**src/rtl/ps2_cmd_arbiter_pkg.sv**
```systemverilog
// Shared types and device response codes for the PS/2 command arbiter.
package ps2_pkg;

  typedef enum logic [2:0] {
    IDLE,
    SEND,
    WAIT_TX,
    WAIT_ACK,
    DONE
  } ps2_arb_state_t;

  localparam logic [7:0] PS2_ACK       = 8'hFA;
  localparam logic [7:0] PS2_RESEND    = 8'hFE;
  localparam logic [7:0] PS2_ERROR     = 8'hFC;
  localparam logic [7:0] PS2_RESET_CMD = 8'hFF;

  function automatic logic is_response(input logic [7:0] b);
    return (b == PS2_ACK) || (b == PS2_RESEND) || (b == PS2_ERROR);
  endfunction

endpackage

```
**src/rtl/ps2_cmd_arbiter_if.sv**
```systemverilog
// Requester handshakes, transmitter/receiver strobes and the forwarded byte stream.
interface ps2_cmd_arbiter_if;
  import ps2_pkg::*;

  logic       req0_vld;
  logic [7:0] req0_data;
  logic       req0_ack;
  logic       req0_done;
  logic       req0_err;

  logic       req1_vld;
  logic [7:0] req1_data;
  logic       req1_ack;
  logic       req1_done;
  logic       req1_err;

  logic       wr_en;
  logic [7:0] wr_data;
  logic       wr_done;
  logic       rd_vld;
  logic [7:0] rd_data;

  logic       strm_vld;
  logic [7:0] strm_data;
  logic       busy;

  modport master (
    input  req0_vld, req0_data, req1_vld, req1_data, wr_done, rd_vld, rd_data,
    output req0_ack, req0_done, req0_err, req1_ack, req1_done, req1_err,
    output wr_en, wr_data, strm_vld, strm_data, busy
  );

  modport slave (
    output req0_vld, req0_data, req1_vld, req1_data, wr_done, rd_vld, rd_data,
    input  req0_ack, req0_done, req0_err, req1_ack, req1_done, req1_err,
    input  wr_en, wr_data, strm_vld, strm_data, busy
  );

endinterface

```
**src/rtl/ps2_cmd_arbiter_timer.sv**
```systemverilog
// Per-attempt timeout counter; saturates at the limit instead of wrapping.
module ps2_cmd_timer
  import ps2_pkg::*;
#(
  parameter int TIMEOUT_CYC = 1_000_000
) (
  input  logic clk_sys,
  input  logic rst_n,
  input  logic i_clear,
  input  logic i_enable,
  output logic o_expired
);

  localparam int CW = (TIMEOUT_CYC > 1) ? $clog2(TIMEOUT_CYC) : 1;
  localparam logic [CW-1:0] LAST = CW'(TIMEOUT_CYC - 1);

  logic [CW-1:0] r_count;

  always_ff @(posedge clk_sys or negedge rst_n) begin
    if (!rst_n) begin
      r_count <= '0;
    end else if (i_clear) begin
      r_count <= '0;
    end else if (i_enable && (r_count != LAST)) begin
      r_count <= r_count + 1'b1;
    end
  end

  // Held while saturated so a timeout masked by a received byte is taken next cycle.
  assign o_expired = i_enable && !i_clear && (r_count == LAST);

endmodule

```
**src/rtl/ps2_cmd_arbiter.sv**
```systemverilog
// Round-robin arbiter sharing the PS/2 transmit path between two command requesters.
module ps2_cmd_arbiter
  import ps2_pkg::*;
#(
  parameter int TIMEOUT_CYC = 1_000_000,
  parameter int MAX_RETRY   = 3
) (
  input logic         clk_sys,
  input logic         rst_n,
  ps2_cmd_arbiter_if.master bus
);

  localparam int RW = ($clog2(MAX_RETRY + 1) < 2) ? 2 : $clog2(MAX_RETRY + 1);
  localparam logic [RW-1:0] RETRY_LIMIT = RW'(MAX_RETRY);

  ps2_arb_state_t r_state;
  logic [7:0]     r_wr_data;
  logic [RW-1:0]  r_retry;
  logic           r_gnt;
  logic           r_rr;
  logic           r_err_pend;
  logic           r_ack0, r_ack1;
  logic           r_done0, r_done1;
  logic           r_err0, r_err1;
  logic           r_strm_vld;
  logic [7:0]     r_strm_data;

  logic w_expired;
  logic w_pick1;
  logic w_fwd;
  logic w_retry;
  logic w_ack_byte;
  logic w_err_byte;

  ps2_cmd_timer #(.TIMEOUT_CYC(TIMEOUT_CYC)) u_timer (
    .clk_sys   (clk_sys),
    .rst_n     (rst_n),
    .i_clear   (r_state == SEND),
    .i_enable  ((r_state == WAIT_TX) || (r_state == WAIT_ACK)),
    .o_expired (w_expired)
  );

  // r_rr names the requester favoured when both are pending.
  assign w_pick1    = bus.req1_vld && (!bus.req0_vld || r_rr);
  assign w_fwd      = bus.rd_vld && !((r_state == WAIT_ACK) && is_response(bus.rd_data));
  assign w_ack_byte = bus.rd_vld && (bus.rd_data == PS2_ACK);
  assign w_err_byte = bus.rd_vld && (bus.rd_data == PS2_ERROR);
  assign w_retry    = ((r_state == WAIT_TX) && !bus.wr_done && !bus.rd_vld && w_expired) ||
                      ((r_state == WAIT_ACK) && (bus.rd_vld ? (bus.rd_data == PS2_RESEND)
                                                            : w_expired));

  always_ff @(posedge clk_sys or negedge rst_n) begin
    if (!rst_n) begin
      r_state     <= IDLE;
      r_wr_data   <= '0;
      r_retry     <= '0;
      r_gnt       <= 1'b0;
      r_rr        <= 1'b0;
      r_err_pend  <= 1'b0;
      r_ack0      <= 1'b0;
      r_ack1      <= 1'b0;
      r_done0     <= 1'b0;
      r_done1     <= 1'b0;
      r_err0      <= 1'b0;
      r_err1      <= 1'b0;
      r_strm_vld  <= 1'b0;
      r_strm_data <= '0;
    end else begin
      r_ack0     <= 1'b0;
      r_ack1     <= 1'b0;
      r_done0    <= 1'b0;
      r_done1    <= 1'b0;
      r_err0     <= 1'b0;
      r_err1     <= 1'b0;
      r_strm_vld <= w_fwd;
      if (w_fwd) r_strm_data <= bus.rd_data;

      case (r_state)
        IDLE: begin
          if (bus.req0_vld || bus.req1_vld) begin
            r_gnt      <= w_pick1;
            r_wr_data  <= w_pick1 ? bus.req1_data : bus.req0_data;
            r_ack0     <= !w_pick1;
            r_ack1     <= w_pick1;
            r_retry    <= '0;
            r_err_pend <= 1'b0;
            r_state    <= SEND;
          end
        end
        SEND: r_state <= WAIT_TX;
        WAIT_TX, WAIT_ACK: begin
          if (w_retry) begin
            if (r_retry < RETRY_LIMIT) begin
              r_retry <= r_retry + 1'b1;
              r_state <= SEND;
            end else begin
              r_err_pend <= 1'b1;
              r_state    <= DONE;
            end
          end else if (r_state == WAIT_TX) begin
            if (bus.wr_done) r_state <= WAIT_ACK;
          end else if (w_ack_byte || w_err_byte) begin
            r_err_pend <= w_err_byte;
            r_state    <= DONE;
          end
        end
        DONE: begin
          r_done0 <= !r_gnt;
          r_done1 <= r_gnt;
          r_err0  <= !r_gnt && r_err_pend;
          r_err1  <= r_gnt && r_err_pend;
          r_rr    <= !r_gnt;
          r_state <= IDLE;
        end
        default: r_state <= IDLE;
      endcase
    end
  end

  assign bus.wr_en     = (r_state == SEND);
  assign bus.busy      = (r_state != IDLE);
  assign bus.wr_data   = r_wr_data;
  assign bus.req0_ack  = r_ack0;
  assign bus.req1_ack  = r_ack1;
  assign bus.req0_done = r_done0;
  assign bus.req1_done = r_done1;
  assign bus.req0_err  = r_err0;
  assign bus.req1_err  = r_err1;
  assign bus.strm_vld  = r_strm_vld;
  assign bus.strm_data = r_strm_data;

endmodule

```
**src/flat_wrapper.sv**
```systemverilog
// flat-port wrapper written by rule: the top's interface ports become plain ports
module ps2_cmd_arbiter_flat import ps2_pkg::*;
#(
  parameter int TIMEOUT_CYC = 1_000_000,
  parameter int MAX_RETRY   = 3
)
  (clk_sys, rst_n, bus_req0_vld, bus_req0_data, bus_req1_vld, bus_req1_data, bus_wr_done, bus_rd_vld, bus_rd_data, bus_req0_ack, bus_req0_done, bus_req0_err, bus_req1_ack, bus_req1_done, bus_req1_err, bus_wr_en, bus_wr_data, bus_strm_vld, bus_strm_data, bus_busy);
  ps2_cmd_arbiter_if bus_i ();
  input logic clk_sys;
  input logic rst_n;
  input wire logic [$bits(bus_i.req0_vld)-1:0] bus_req0_vld;
  input wire logic [$bits(bus_i.req0_data)-1:0] bus_req0_data;
  input wire logic [$bits(bus_i.req1_vld)-1:0] bus_req1_vld;
  input wire logic [$bits(bus_i.req1_data)-1:0] bus_req1_data;
  input wire logic [$bits(bus_i.wr_done)-1:0] bus_wr_done;
  input wire logic [$bits(bus_i.rd_vld)-1:0] bus_rd_vld;
  input wire logic [$bits(bus_i.rd_data)-1:0] bus_rd_data;
  output wire logic [$bits(bus_i.req0_ack)-1:0] bus_req0_ack;
  output wire logic [$bits(bus_i.req0_done)-1:0] bus_req0_done;
  output wire logic [$bits(bus_i.req0_err)-1:0] bus_req0_err;
  output wire logic [$bits(bus_i.req1_ack)-1:0] bus_req1_ack;
  output wire logic [$bits(bus_i.req1_done)-1:0] bus_req1_done;
  output wire logic [$bits(bus_i.req1_err)-1:0] bus_req1_err;
  output wire logic [$bits(bus_i.wr_en)-1:0] bus_wr_en;
  output wire logic [$bits(bus_i.wr_data)-1:0] bus_wr_data;
  output wire logic [$bits(bus_i.strm_vld)-1:0] bus_strm_vld;
  output wire logic [$bits(bus_i.strm_data)-1:0] bus_strm_data;
  output wire logic [$bits(bus_i.busy)-1:0] bus_busy;
  assign bus_i.req0_vld = bus_req0_vld;
  assign bus_i.req0_data = bus_req0_data;
  assign bus_i.req1_vld = bus_req1_vld;
  assign bus_i.req1_data = bus_req1_data;
  assign bus_i.wr_done = bus_wr_done;
  assign bus_i.rd_vld = bus_rd_vld;
  assign bus_i.rd_data = bus_rd_data;
  assign bus_req0_ack = bus_i.req0_ack;
  assign bus_req0_done = bus_i.req0_done;
  assign bus_req0_err = bus_i.req0_err;
  assign bus_req1_ack = bus_i.req1_ack;
  assign bus_req1_done = bus_i.req1_done;
  assign bus_req1_err = bus_i.req1_err;
  assign bus_wr_en = bus_i.wr_en;
  assign bus_wr_data = bus_i.wr_data;
  assign bus_strm_vld = bus_i.strm_vld;
  assign bus_strm_data = bus_i.strm_data;
  assign bus_busy = bus_i.busy;
  ps2_cmd_arbiter #(.TIMEOUT_CYC(TIMEOUT_CYC), .MAX_RETRY(MAX_RETRY)) u_core (.clk_sys(clk_sys), .rst_n(rst_n), .bus(bus_i));
endmodule
```
**config.mk**
```make
export PLATFORM = sky130hd
export DESIGN_NAME = ps2_cmd_arbiter_flat
export DESIGN_NICKNAME = d
export VERILOG_FILES = /design/src/rtl/ps2_cmd_arbiter_pkg.sv /design/src/rtl/ps2_cmd_arbiter_if.sv /design/src/rtl/ps2_cmd_arbiter_timer.sv /design/src/rtl/ps2_cmd_arbiter.sv /design/src/flat_wrapper.sv
export SDC_FILE = /design/constraint.sdc
export NUM_CORES = 1
export LEC_CHECK = 0
export ABC_CLOCK_PERIOD_IN_PS = 8010
export CELL_PAD_IN_SITES_DETAIL_PLACEMENT = 1
export CELL_PAD_IN_SITES_GLOBAL_PLACEMENT = 1
export CORE_UTILIZATION = 43
export DETAILED_ROUTE_END_ITERATION = 12
export GPL_ROUTABILITY_DRIVEN = 0
export PLACE_DENSITY_LB_ADDON = 0.12
export SLEW_MARGIN = 20
export SYNTH_ARGS = -nofsm -noshare
export SYNTH_HDL_FRONTEND = slang
export SYNTH_HIERARCHICAL = 1
export SYNTH_SLANG_ARGS = --single-unit
```
**constraint.sdc**
```tcl
create_clock -name clk_sys -period 8.01 [get_ports clk_sys]
set_input_delay 1.602 -clock clk_sys [delete_from_list [all_inputs] [get_ports clk_sys]]
set_output_delay 1.602 -clock clk_sys [all_outputs]
set_load 0.01 [all_outputs]
```
# Word level (Yosys, flattened, before mapping)
# Index checks and enable logic that the tools add are counted.
# word_totals
regBits	51
output_inout_bits	25
wordCells	101
inputBits	30
# op_classes
n_eq_ne	17
n_lt_le_gt_ge	1
muxes	29
addsub	2
n_reduce_logical	37
# ops
op	count
2-to-1 mux 20 bit	2
equality test 8 bit (second input constant)	3
adder 20 x 1 -> 20 bit (second input constant)	1
equality test 20 bit (second input constant)	1
!= test 20 bit (second input constant)	1
2-to-1 mux 3 bit	6
logical AND 1 bit	14
2-to-1 mux 1 bit	14
case mux 3 bit (3 select lines)	1
2-to-1 mux 8 bit	1
logical NOT 1 bit	7
logical OR 1 bit	7
equality test 3 x 2 -> 1 bit (second input constant)	2
2-to-1 mux 2 bit	3
!= test 2 x 1 -> 1 bit (second input constant)	3
AND reduction 5 bit	1
!= test 4 x 1 -> 1 bit (second input constant)	1
!= test 4 x 3 -> 1 bit (second input constant)	1
case mux 2 bit (2 select lines)	1
AND reduction 4 bit	1
nonzero test 2 bit	2
equality test 3 x 1 -> 1 bit (second input constant)	1
equality test 3 bit (second input constant)	1
logical NOT 3 bit	1
other kinds (10)	10

# Logic depth before layout (Yosys ltp)
# Gate-level depths: netlist of the first run.
# depth
ltp_word	9
mapped_depth	9
mapped_depth_nobuf	9

# Modules after synthesis
# The synthesis of the first run kept the hierarchy.
# modules_own_cells
module	area_each_um2	cells_each	instances
ps2_cmd_arbiter	1516.5	137	1
ps2_cmd_timer	1162.4	119	1

# Worst setup path before layout of the first run
# Ideal clock, no wire load.
# synth_path
kind	input -> register
startpoint	in bus_rd_data[0]
endpoint	reg u_core.r_retry[0]
path_slack_ps	4903
setup_time_ps	125
arrival_ps	2982
cell_stages	4
required_time_ps	7885
path_buffers	0
cell_sequence	nand4b_4 > or4_4 > a311o_1 > mux2_4
# synth_between
elab_chain_len	6
# synth_rtl
element	line	rtl
start: declaration	flat_wrapper.sv:17	input wire logic [$bits(bus_i.rd_data)-1:0] bus_rd_data;
equality test 8 bit	ps2_cmd_arbiter.sv:49	((r_state == WAIT_ACK) && (bus.rd_vld ? (bus.rd_data == PS2_RESEND)
2-to-1 mux 1 bit	ps2_cmd_arbiter.sv:49	
logical AND 1 bit	ps2_cmd_arbiter.sv:49	
logical OR 1 bit	ps2_cmd_arbiter.sv:48	assign w_retry = ((r_state == WAIT_TX) && !bus.wr_done && !bus.rd_vld && w_expired) ||
!= test 2 x 1 -> 1 bit (no line)	--	
AND reduction 4 bit (no line)	--	
end signal: assignment	ps2_cmd_arbiter.sv:94	r_retry <= r_retry + 1'b1;
end: declaration	ps2_cmd_arbiter.sv:18	logic [RW-1:0] r_retry;
# No other way between the ends.
# A chain may end at the register's enable or synchronous reset.

# Worst setup path in the final report of the first run
# layout_path
startpoint	reg u_core.r_state[0]
endpoint	out bus_wr_en
# layout_between
elab_chain_len	1
# layout_rtl
element	line	rtl
start: declaration	ps2_cmd_arbiter.sv:16	ps2_arb_state_t r_state;
start signal: assignment	ps2_cmd_arbiter.sv:54	r_state <= IDLE;
start signal: assignment	ps2_cmd_arbiter.sv:87	r_state <= SEND;
start signal: assignment	ps2_cmd_arbiter.sv:90	SEND: r_state <= WAIT_TX;
equality test 3 x 1 -> 1 bit	ps2_cmd_arbiter.sv:120	assign bus.wr_en = (r_state == SEND);
end: declaration	flat_wrapper.sv:24	output wire logic [$bits(bus_i.wr_en)-1:0] bus_wr_en;
# No other way between the ends.

==> results of run 1 <==
==> where the power goes <==
part | total [uW] | leakage (uW) | switching [uW] | internal, uW
sequential | 358 | 0.000663 | 50.2 | 308
clock | 191 | 0.0000618 | 88.3 | 103
combinational | 325 | 0.000733 | 167 | 158
==> metal layers <==
layer,vias to the layer above,GRT usage [%],routed length [microns]
met1,1092,28.8,3000
met2,54,35.5,3160
li1,1063,-,-
met5,-,0,0
met4,0,7.68,74
met3,7,4.27,292
==> kinds of logic (layout without fill, tap and decap cells) <==
kind of cell / Yosys count / in the layout / synth area share [%]
AO/OA/AOI/OAI: 55 / 55 / 15.1
XOR/XNOR: 6 / 6 / 1.96
adder cells (fa/ha/maj): 2 / 2 / 0.934
buffers and inverters: 16 / 72 / 2.80
flip-flops: 51 / 51 / 47.6
multiplexers: 18 / 18 / 7.52
AND/OR/NAND/NOR: 108 / 108 / 24.1
==> worst max-delay path by stage <==
| stage | from | end | slack, ns | depth (start not counted) |
|---|---|---|---|---|
| after floorplan | bus_rd_data[0] | u_core/r_retry[0] | 4.90 | 4 |
| after global placement | bus_rd_data[5] | u_core/r_retry[0] | 4.38 | 5 |
| after detailed placement | bus_rd_data[5] | u_core/r_retry[0] | 4.34 | 5 |
| after CTS | u_core/r_state[0] | bus_wr_en | 4.36 | 3 |
| after global routing | u_core/r_state[0] | bus_wr_en | 4.24 | 3 |
| final | u_core/r_state[0] | bus_wr_en | 4.39 | 3 |
==> through the flow <==
stage               area (sq um)  cells  power (uW)  util [%]  setup slack [ns]
global placement            3280    378         674      55.1              4.38
CTS                         3400    386         879      57.1              4.36
detailed placement          3280    378         684      55.1              4.34
finish                      3420    387         874      57.4              4.39
floorplan                   2680    256         553         -              4.90
global route                3420    387         938      57.4              4.24
==> flip-flops by register name (all words and copies together), names as in the netlist <==
register,flops
u_core/bus.req1_err,1
u_core/r_gnt,1
u_core/bus.strm_data,8
u_core/bus.wr_data,8
u_core/bus.req0_done,1
u_core/r_state,3
u_core/r_rr,1
u_core/bus.req1_done,1
u_core/bus.strm_vld,1
u_core/r_err_pend,1
u_core/bus.req0_err,1
u_core/bus.req0_ack,1
u_core/u_timer/r_count,20
u_core/r_retry,2
u_core/bus.req1_ack,1
==> cell usage in the layout, fill, tap and decap left out, types with 3 or more instances in the layout <==
cell	synthesis	routed
nand2b_1	3	3
clkbuf_8	0	6
o21ai_0	15	15
nand2_1	26	26
and3_1	5	5
nor2_1	16	16
and2_1	3	3
a22oi_1	4	4
xnor2_1	4	4
clkdlybuf4s50_1	0	53
nor4_1	6	6
inv_1	7	7
dfrtp_1	51	51
o31ai_1	6	6
nor2b_1	7	7
nor3_1	6	6
or4_1	8	8
or3_1	4	4
mux2_2	9	9
a21oi_1	12	12
nand4_1	4	4
mux2i_1	7	7
nand3_1	4	4
==> final cells by class <==
cell class	instances	area (sq um)
Clock buffer	6	82.6
Inverter	7	26.3
Clock inverter	2	38.8
Fill cell	662	2540
Sequential cell	51	1280
Tap cell	75	93.8
Multi-Input combinational cell	189	1340
Timing Repair Buffer	57	562
==> worst max-delay path: cells and delay by family (launching register included) <==
family / cells / cell delay, ns
DFF: 1 / 0.57
buffers and inverters: 2 / 0.90
and+or+nand+nor: 1 / 0.24
==> flow_summary.json, run 1 <==
{
  "ys_seq_area_share_pct": 47.6,
  "grt_pass1_vias": 2248,
  "rsz0062_at_grt": "false",
  "path_cells": "nor3b_2 -> buf_4 -> clkdlybuf4s50_1",
  "cts_made_buffers": 5,
  "overflow": 0,
  "startpoint_type": "register",
  "finalCritPeriodShare_pct": 45.2,
  "status": "completed",
  "reg2reg_slack_ns": 4.82,
  "hold_viol_final": 0,
  "cp.arrival_ns": 2.02,
  "power_per_cell_area_nw_per_um2": 256,
  "synthTopCellsByCount": "dfrtp_1, nand2_1, nor2_1",
  "port_buffers": 54,
  "hp-class": "register to register",
  "cts_sinks": 51,
  "worstMarginPinSlew_ns": 0.663,
  "ant_nets": 0,
  "cts_setup_buffers": 0,
  "synth_seq_cells": 51,
  "start_util_pct": 45.0,
  "layout-drive-gt1-share_pct": 11.5,
  "cts_root_buffer": "clkbuf_8",
  "synth_fp_nets": 288,
  "cpPeakStageDelay_ns": 0.59,
  "vdd_drop_max_v": 0.000131,
  "die_h_microns": 80.9,
  "synth_edf_count": 0,
  "n_antenna_cell": 0,
  "core_sq_um": 5960,
  "crit-reg2reg-launch": "u_core/u_timer/r_count[0]",
  "synth_top_cell_area_share_pct": 47.6,
  "clk_path_buf_depth": 2,
  "cts_tree": "yes",
  "drc": 0,
  "wire_per_inst_microns": 16.9,
  "placementRows": 28,
  "synth_area_leaders": "dfrtp_1, mux2_2, nand2_1",
  "dieArea_sq_um": 6550,
  "timing.fmax_mhz": 276,
  "slew_viol_final": 0,
  "yosysMostFrequentCell": "dfrtp_1",
  "setup_violations": 0,
  "synth_area_leader_cell": "dfrtp_1",
  "finalNetCount": 343,
  "ys_async_sr_fraction_pct": 100,
  "rr_worst_depth": 9,
  "grt_use_total_pct": 21.8,
  "synthFlopType": "dfrtp_1",
  "yosysWarnings": 6,
  "grt_start_max_net_pins": 52,
  "wirelength_microns": 6530,
  "cap_violations": 0,
  "dr.pass1.iters": 4,
  "dr.first_iter.drc_count": 79,
  "cts_hold_buf": 0,
  "fin_skew_ns": 0.0149,
  "slowest_stage": "clkdlybuf4s50_1",
  "tns_ns": 0,
  "clk_pin_slew_ns": 0.10,
  "htreeDepth": 2,
  "period_needed_ns": 3.62,
  "leakage_uw": 0.00146,
  "critical_path_class": "register to primary output",
  "grt_pass1_wl_microns": 10900,
  "post_synth.cell_area_avg_sq_um": 10.5,
  "die_w_microns": 80.9,
  "worstPathMaxFanout": 27,
  "slew_headroom_pct": 55.5,
  "hold_depth": 1,
  "syn_area_sq_um": 2680,
  "post-dp-hpwl_microns": 4690,
  "vias": 2216,
  "worstSetupEndpointType": "primary output",
  "hold-path-endpoint": "u_core/bus.req0_done",
  "synth_cells": 256,
  "clk_latency_ns": 0.31,
  "netlist-cell-type-count": 54,
  "crit_required_ns": 6.41,
  "antenna_found_initial": 0,
  "routed_via_density": 5.73,
  "ctsResizeCount": 0,
  "min-delay-start": "u_core/r_gnt",
  "io_pins": 55,
  "reg2reg_to": "u_core/r_retry[0]",
  "holdWs_ns": 0.477,
  "area_delta_synth_final_pct": 27.5
}
Power figures use the tool's default switching activity.
==> run 2, diff against run 1 <==
ABC_CLOCK_PERIOD_IN_PS = 3300   (was 8010)
CORE_UTILIZATION = 36   (was 43)
clock period = 3.3 ns   (was 8.01 ns; I/O delays follow)
==> run 2 against run 1 <==
Clock power is 140% higher. First-iteration DRC count up 6.3%. Die area rose by 19%. Sequential share of layout area decreased by 0.43 points. Via count up 1.3%. Utilization is 9.5 points lower. Sequential power increased by 140%. Clock skew decreased by 0.0091 ns. Worst hold slack got worse by 0.14 ns. Global-route usage shrank 3.4 points. Routed wire length down 0.92%.
==> flow_summary.json, run 2 (synthesis gave the netlist of run 1 again) <==
{
  "overflow": 0,
  "final_cell_count_no_fill": 413,
  "layout-drive-gt1-share_pct": 12.1,
  "tns_ns": 0,
  "period_needed_ns": 3.12,
  "power_per_cell_area_nw_per_um2": 616,
  "fin_skew_ns": 0.00581,
  "fin_area_sq_um": 3460,
  "wire_per_inst_microns": 15.7,
  "slew_viol_final": 0,
  "port_buffers": 54,
  "vias": 2245,
  "largest_reg_flops": 20,
  "vdd_drop_max_v": 0.000207,
  "cts_made_buffers": 5,
  "dieArea_sq_um": 7790,
  "final_common_cell": "clkdlybuf4s50_1",
  "place_inst": 405,
  "clk_pin_slew_ns": 0.09,
  "cap_violations": 0,
  "grt_use_total_pct": 18.4,
  "holdWs_ns": 0.333,
  "leakage_uw": 0.00147,
  "reg2reg_slack_ns": 0.18,
  "cts_tree": "yes",
  "slew_headroom_pct": 47.9,
  "dpl_cell_area_sq_um": 3330,
  "setup_violations": 0,
  "path_cells": "ha_1 -> and2_4 -> nand4_4 -> or4_1 -> nor3b_1 -> nor4bb_2 -> nand2_1 -> a311o_1 -> mux2_4",
  "hp-class": "input port to asynchronous set/reset pin",
  "placementRows": 31,
  "worstSetupEndpointType": "register",
  "clk_path_buf_depth": 2,
  "htreeDepth": 2,
  "n_antenna_cell": 0,
  "startpoint_type": "register",
  "cp.arrival_ns": 3.32,
  "worstPathMaxFanout": 5,
  "grt_pass1_wl_microns": 11100,
  "antenna_found_initial": 0,
  "start_util_pct": 37.1,
  "core_sq_um": 7210,
  "timing.fmax_mhz": 321,
  "ant_nets": 0,
  "rr_worst_depth": 9,
  "cts_hold_buf": 0,
  "area_delta_synth_final_pct": 29.0,
  "combPwrFrac_pct": 37.2,
  "reg2reg_to": "u_core/r_retry[0]",
  "critical_path_class": "register to register",
  "cts_sinks": 51,
  "io_pins": 55,
  "switching_share_pct": 35.0,
  "top_register": "u_core/u_timer/r_count",
  "drc": 0,
  "dr.pass1.iters": 4,
  "crit_path_start": "u_core/u_timer/r_count[0]",
  "p_sw_uw": 746,
  "grt_pass1_vias": 2295,
  "routed_via_density": 5.44,
  "final_cell_mix": "clkdlybuf4s50_1, dfrtp_1, nand2_1",
  "crit_required_ns": 3.50,
  "clk_latency_ns": 0.31,
  "crit-reg2reg-launch": "u_core/u_timer/r_count[0]",
  "rsz0062_at_grt": "false",
  "dr.first_iter.drc_count": 84,
  "worstMarginPinSlew_ns": 0.779,
  "cts_root_buffer": "clkbuf_8",
  "finalCritPeriodShare_pct": 94.4,
  "post-dp-hpwl_microns": 4780,
  "hold_viol_final": 0,
  "cpPeakStageDelay_ns": 0.58,
  "crit_end": "u_core/r_retry[0]",
  "wirelength_microns": 6470,
  "finalNetCount": 345,
  "pwr-share-clk_pct": 21.8,
  "grt_start_max_net_pins": 29,
  "status": "completed",
  "die_h_microns": 88.3,
  "fillCellCount": 829,
  "slowest_stage": "or4_1",
  "intPower_uw": 1380,
  "die_w_microns": 88.3,
  "power_frac_seq_pct": 41.0
}
## run 2: repair_timing
item | in CTS | in global routing
gates resized for setup | 0 | 1
buffers inserted | 0 | 0
setup endpoints to repair | 0 | 1
## run 2: worst min-delay path by stage
stage                                startpoint                    endpoint  slack (ns)
after floorplan                           rst_n         u_core/bus.req0_ack        0.36
after global placement    u_core/bus.wr_data[5]       u_core/bus.wr_data[5]        0.46
after detailed placement           u_core/r_gnt        u_core/bus.req0_done        0.46
after CTS                                 rst_n  u_core/u_timer/r_count[13]        0.35
after global routing                      rst_n  u_core/u_timer/r_count[10]        0.37
final                                     rst_n  u_core/u_timer/r_count[10]        0.33
## run 2: power by group through the flow
| stage | combinational [uW] | sequential (uW) | clock, uW |
|---|---|---|---|
| final | 792 | 873 | 465 |
| after global routing | 885 | 894 | 502 |
| after CTS | 809 | 873 | 483 |
| after detailed placement | 807 | 885 | 0 |
| after global placement | 784 | 881 | 0 |
| after floorplan | 478 | 865 | 0 |
## run 2: final cells by class
cell class | count | area [sq um] | area share (%)
Clock buffer | 6 | 82.6 | 2.39
Sequential cell | 51 | 1280 | 36.9
Tap cell | 99 | 124 | 3.58
Timing Repair Buffer | 59 | 573 | 16.6
Clock inverter | 2 | 35.0 | 1.01
Inverter | 7 | 26.3 | 0.760
Multi-Input combinational cell | 189 | 1340 | 38.7
## run 2: through the flow
step	worst slack [ns]	util, %	total power, uW
floorplan	0.507	-	1340
global placement	0.278	46.2	1670
detailed placement	0.226	46.2	1690
CTS	0.180	47.8	2170
global route	0.0243	47.9	2280
finish	0.184	47.9	2130
## run 2: critical path, delay by kind of cell, from the launching register on
| kind | cells | cell delay, ns |
|---|---|---|
| AO/OA/AOI/OAI | 1 | 0.35 |
| adder cells (fa/ha/maj) | 1 | 0.20 |
| flip-flops | 1 | 0.41 |
| multiplexers | 1 | 0.26 |
| AND/OR/NAND/NOR | 6 | 1.78 |
## run 2: routing by layer
layer  GRT usage (%)  part of all wire (%)  vias up  routed length (microns)
met4            5.28                   1.1        0                       74
met1            24.1                    47     1120                     3070
met2            30.1                    46       51                     2950
li1                -                     -     1066                        -
met3            4.76                   5.8        8                      374
met5               0                     0        -                        0
==> run 3, diff against run 2 <==
HOLD_SLACK_MARGIN = 0.12   (was not set)
==> results of run 3 <==
No change in the layout: final DEF, timing and power equal those of run 2.
==> variant: new RTL, flow settings as in run 3 <==
The 5 states of `ps2_arb_state_t` get a Gray code encoding in 3 bits.
--- a/src/rtl/ps2_cmd_arbiter_pkg.sv
+++ b/src/rtl/ps2_cmd_arbiter_pkg.sv
@@ -3,9 +3,9 @@
 
   typedef enum logic [2:0] {
-    IDLE,
-    SEND,
-    WAIT_TX,
-    WAIT_ACK,
-    DONE
+    IDLE     = 3'b000,
+    SEND     = 3'b001,
+    WAIT_TX  = 3'b011,
+    WAIT_ACK = 3'b010,
+    DONE     = 3'b110
   } ps2_arb_state_t;
 
Formal check against the unedited RTL: no difference found for any inputs over 10 cycles, from zero or initial values and one cycle with rst_n low; not proved beyond that.
==> variant against run 3 <==
  * Non-clock buffer count stayed put
  * Routed wire length is 4.7% lower
  * First-iteration DRC count is 17% higher
  * Via count is 7.2% lower
  * Die area is 4.7% lower
  * Cell area is 3.2% lower
  * Worst setup slack better by 260 ps
  * Sequential cell count stayed put
  * Total power is 0.15% higher
  * Synthesized cell count is 9.0% lower
  * Synthesized area is 4.8% lower
  * Clock skew is 2.7 ps lower
  * Critical path type unchanged
  * Critical endpoint unchanged
  * Largest power group unchanged
  * Highest routed layer unchanged
==> variant: results (changes against run 3) <==
| Metric | This run | Unit | Change |
|---|---|---|---|
| GRT met3 Usage | 4.235 | % | -0.52 points |
| Share of synthesized area occupied by flip-flops and latches | 50.05 | % | +2.4 points |
| Pin count of the biggest net entering global routing | 30 | - | +3.4% |
| Leakage power of the design | 1.460 | nW | -0.40% |
| Run status | completed | - |  |
| Worst IR Drop VDD | 0.2377 | mV | +15% |
| Post-Synthesis Net Count | 265 | - | -8.0% |
| Layout fillers | 764 | - | -7.8% |
| Number of distinct library cells after synthesis | 50 | - | -7.4% |
| Reg2Reg Setup Slack | 440 | ps | +260 ps |
| Share of cells above drive strength 1 | 12.93 | % | +0.82 points |
| First-iteration detailed-routing DRC count | 98 | - | +17% |
| Global routing usage on met2 | 29.51 | % | -0.63 points |
| Reg2reg path depth | 10 | - | +1 |
| Top cells by count, synth | dfrtp_1, nand2_1, inv_1, nor2_1, mux2_2 | - |  |
| Cell Count Post-Placement | 382 | - | -5.7% |
| Global-route usage over all layers | 17.62 | % | -0.78 points |
| Global routing met1 resource utilization | 22.82 | % | -1.3 points |
| WL per Instance | 15.80 | um | +0.87% |
| Largest cells by area after synthesis | dfrtp_1, mux2_2, a222oi_1, nand2_1, or4_1 | - |  |
| Slew of the pin with the lowest slew margin | 654.6 | ps | -124.4 ps |
| Power density over the cells | 637.4 | mW/mm2 | +3.4% |
| Post-route non-filler standard cell count | 390 | - | -5.6% |
| Arr. time, crit path | 3050 | ps | -270 ps |
| First-pass GRT wire length | 10.29 | mm | -7.3% |
| Placed inst area | 0.003209 | mm2 | -3.7% |
| Via count | 2,084 | - | -7.2% |
| Switching portion of total power | 33.38 | % | -1.7 points |
==> variant: area by class of cell <==
class,instances,area (um2),area share [%]
inverter,14,52.55,1.571
clock inverter,3,67.56,2.019
timing repair buffer,59,573.1,17.13
clock buffer,5,68.82,2.057
tap,96,120.1,3.590
sequential,51,1276,38.14
multi-input combinational,162,1187,35.49
==> variant: power by group through the flow <==
stage / registers (mW) / clock network, mW / logic (mW)
after detailed placement: 0.869 / 0 / 0.774
final: 0.856 / 0.512 / 0.765
after global placement: 0.858 / 0 / 0.762
after floorplan: 0.867 / 0 / 0.442
after global routing: 0.875 / 0.557 / 0.846
after CTS: 0.856 / 0.534 / 0.777
==> variant: worst min path at each step <==
stage                                           start                                endpoint  slack (ps)
floorplan                                       rst_n           u_core/bus.req0_ack$_DFF_PN0_         360
global placement    u_core/bus.wr_data[3]$_DFFE_PN0P_       u_core/bus.wr_data[3]$_DFFE_PN0P_         470
detailed placement           u_core/r_gnt$_DFFE_PN0P_          u_core/bus.req0_done$_DFF_PN0_         470
CTS                                             rst_n  u_core/u_timer/r_count[11]$_DFFE_PN0P_         340
global route                                    rst_n   u_core/u_timer/r_count[9]$_DFFE_PN0P_         370
finish                                          rst_n   u_core/u_timer/r_count[9]$_DFFE_PN0P_         330
==> variant: layer usage <==
layer	share of wire [%]	wire length, um	up-vias
met5	0	0	-
met2	48	2965	56
met1	46	2852	1040
li1	-	-	986
met4	0.50	31	0
met3	5.1	312	2
==> variant: logic make-up (layout without fill, tap and decap cells) <==
family                   count (synthesis)  after routing  synth area share (%)
XOR/XNOR                                 6              6                 2.061
AO/OA/AOI/OAI                           46             46                 14.18
adder cells (fa/ha/maj)                  2              2                0.9812
flip-flops                              51             51                 50.05
AND/OR/NAND/NOR                         94             94                 22.92
multiplexers                            14             14                 6.232
buffers and inverters                   20             81                 3.582
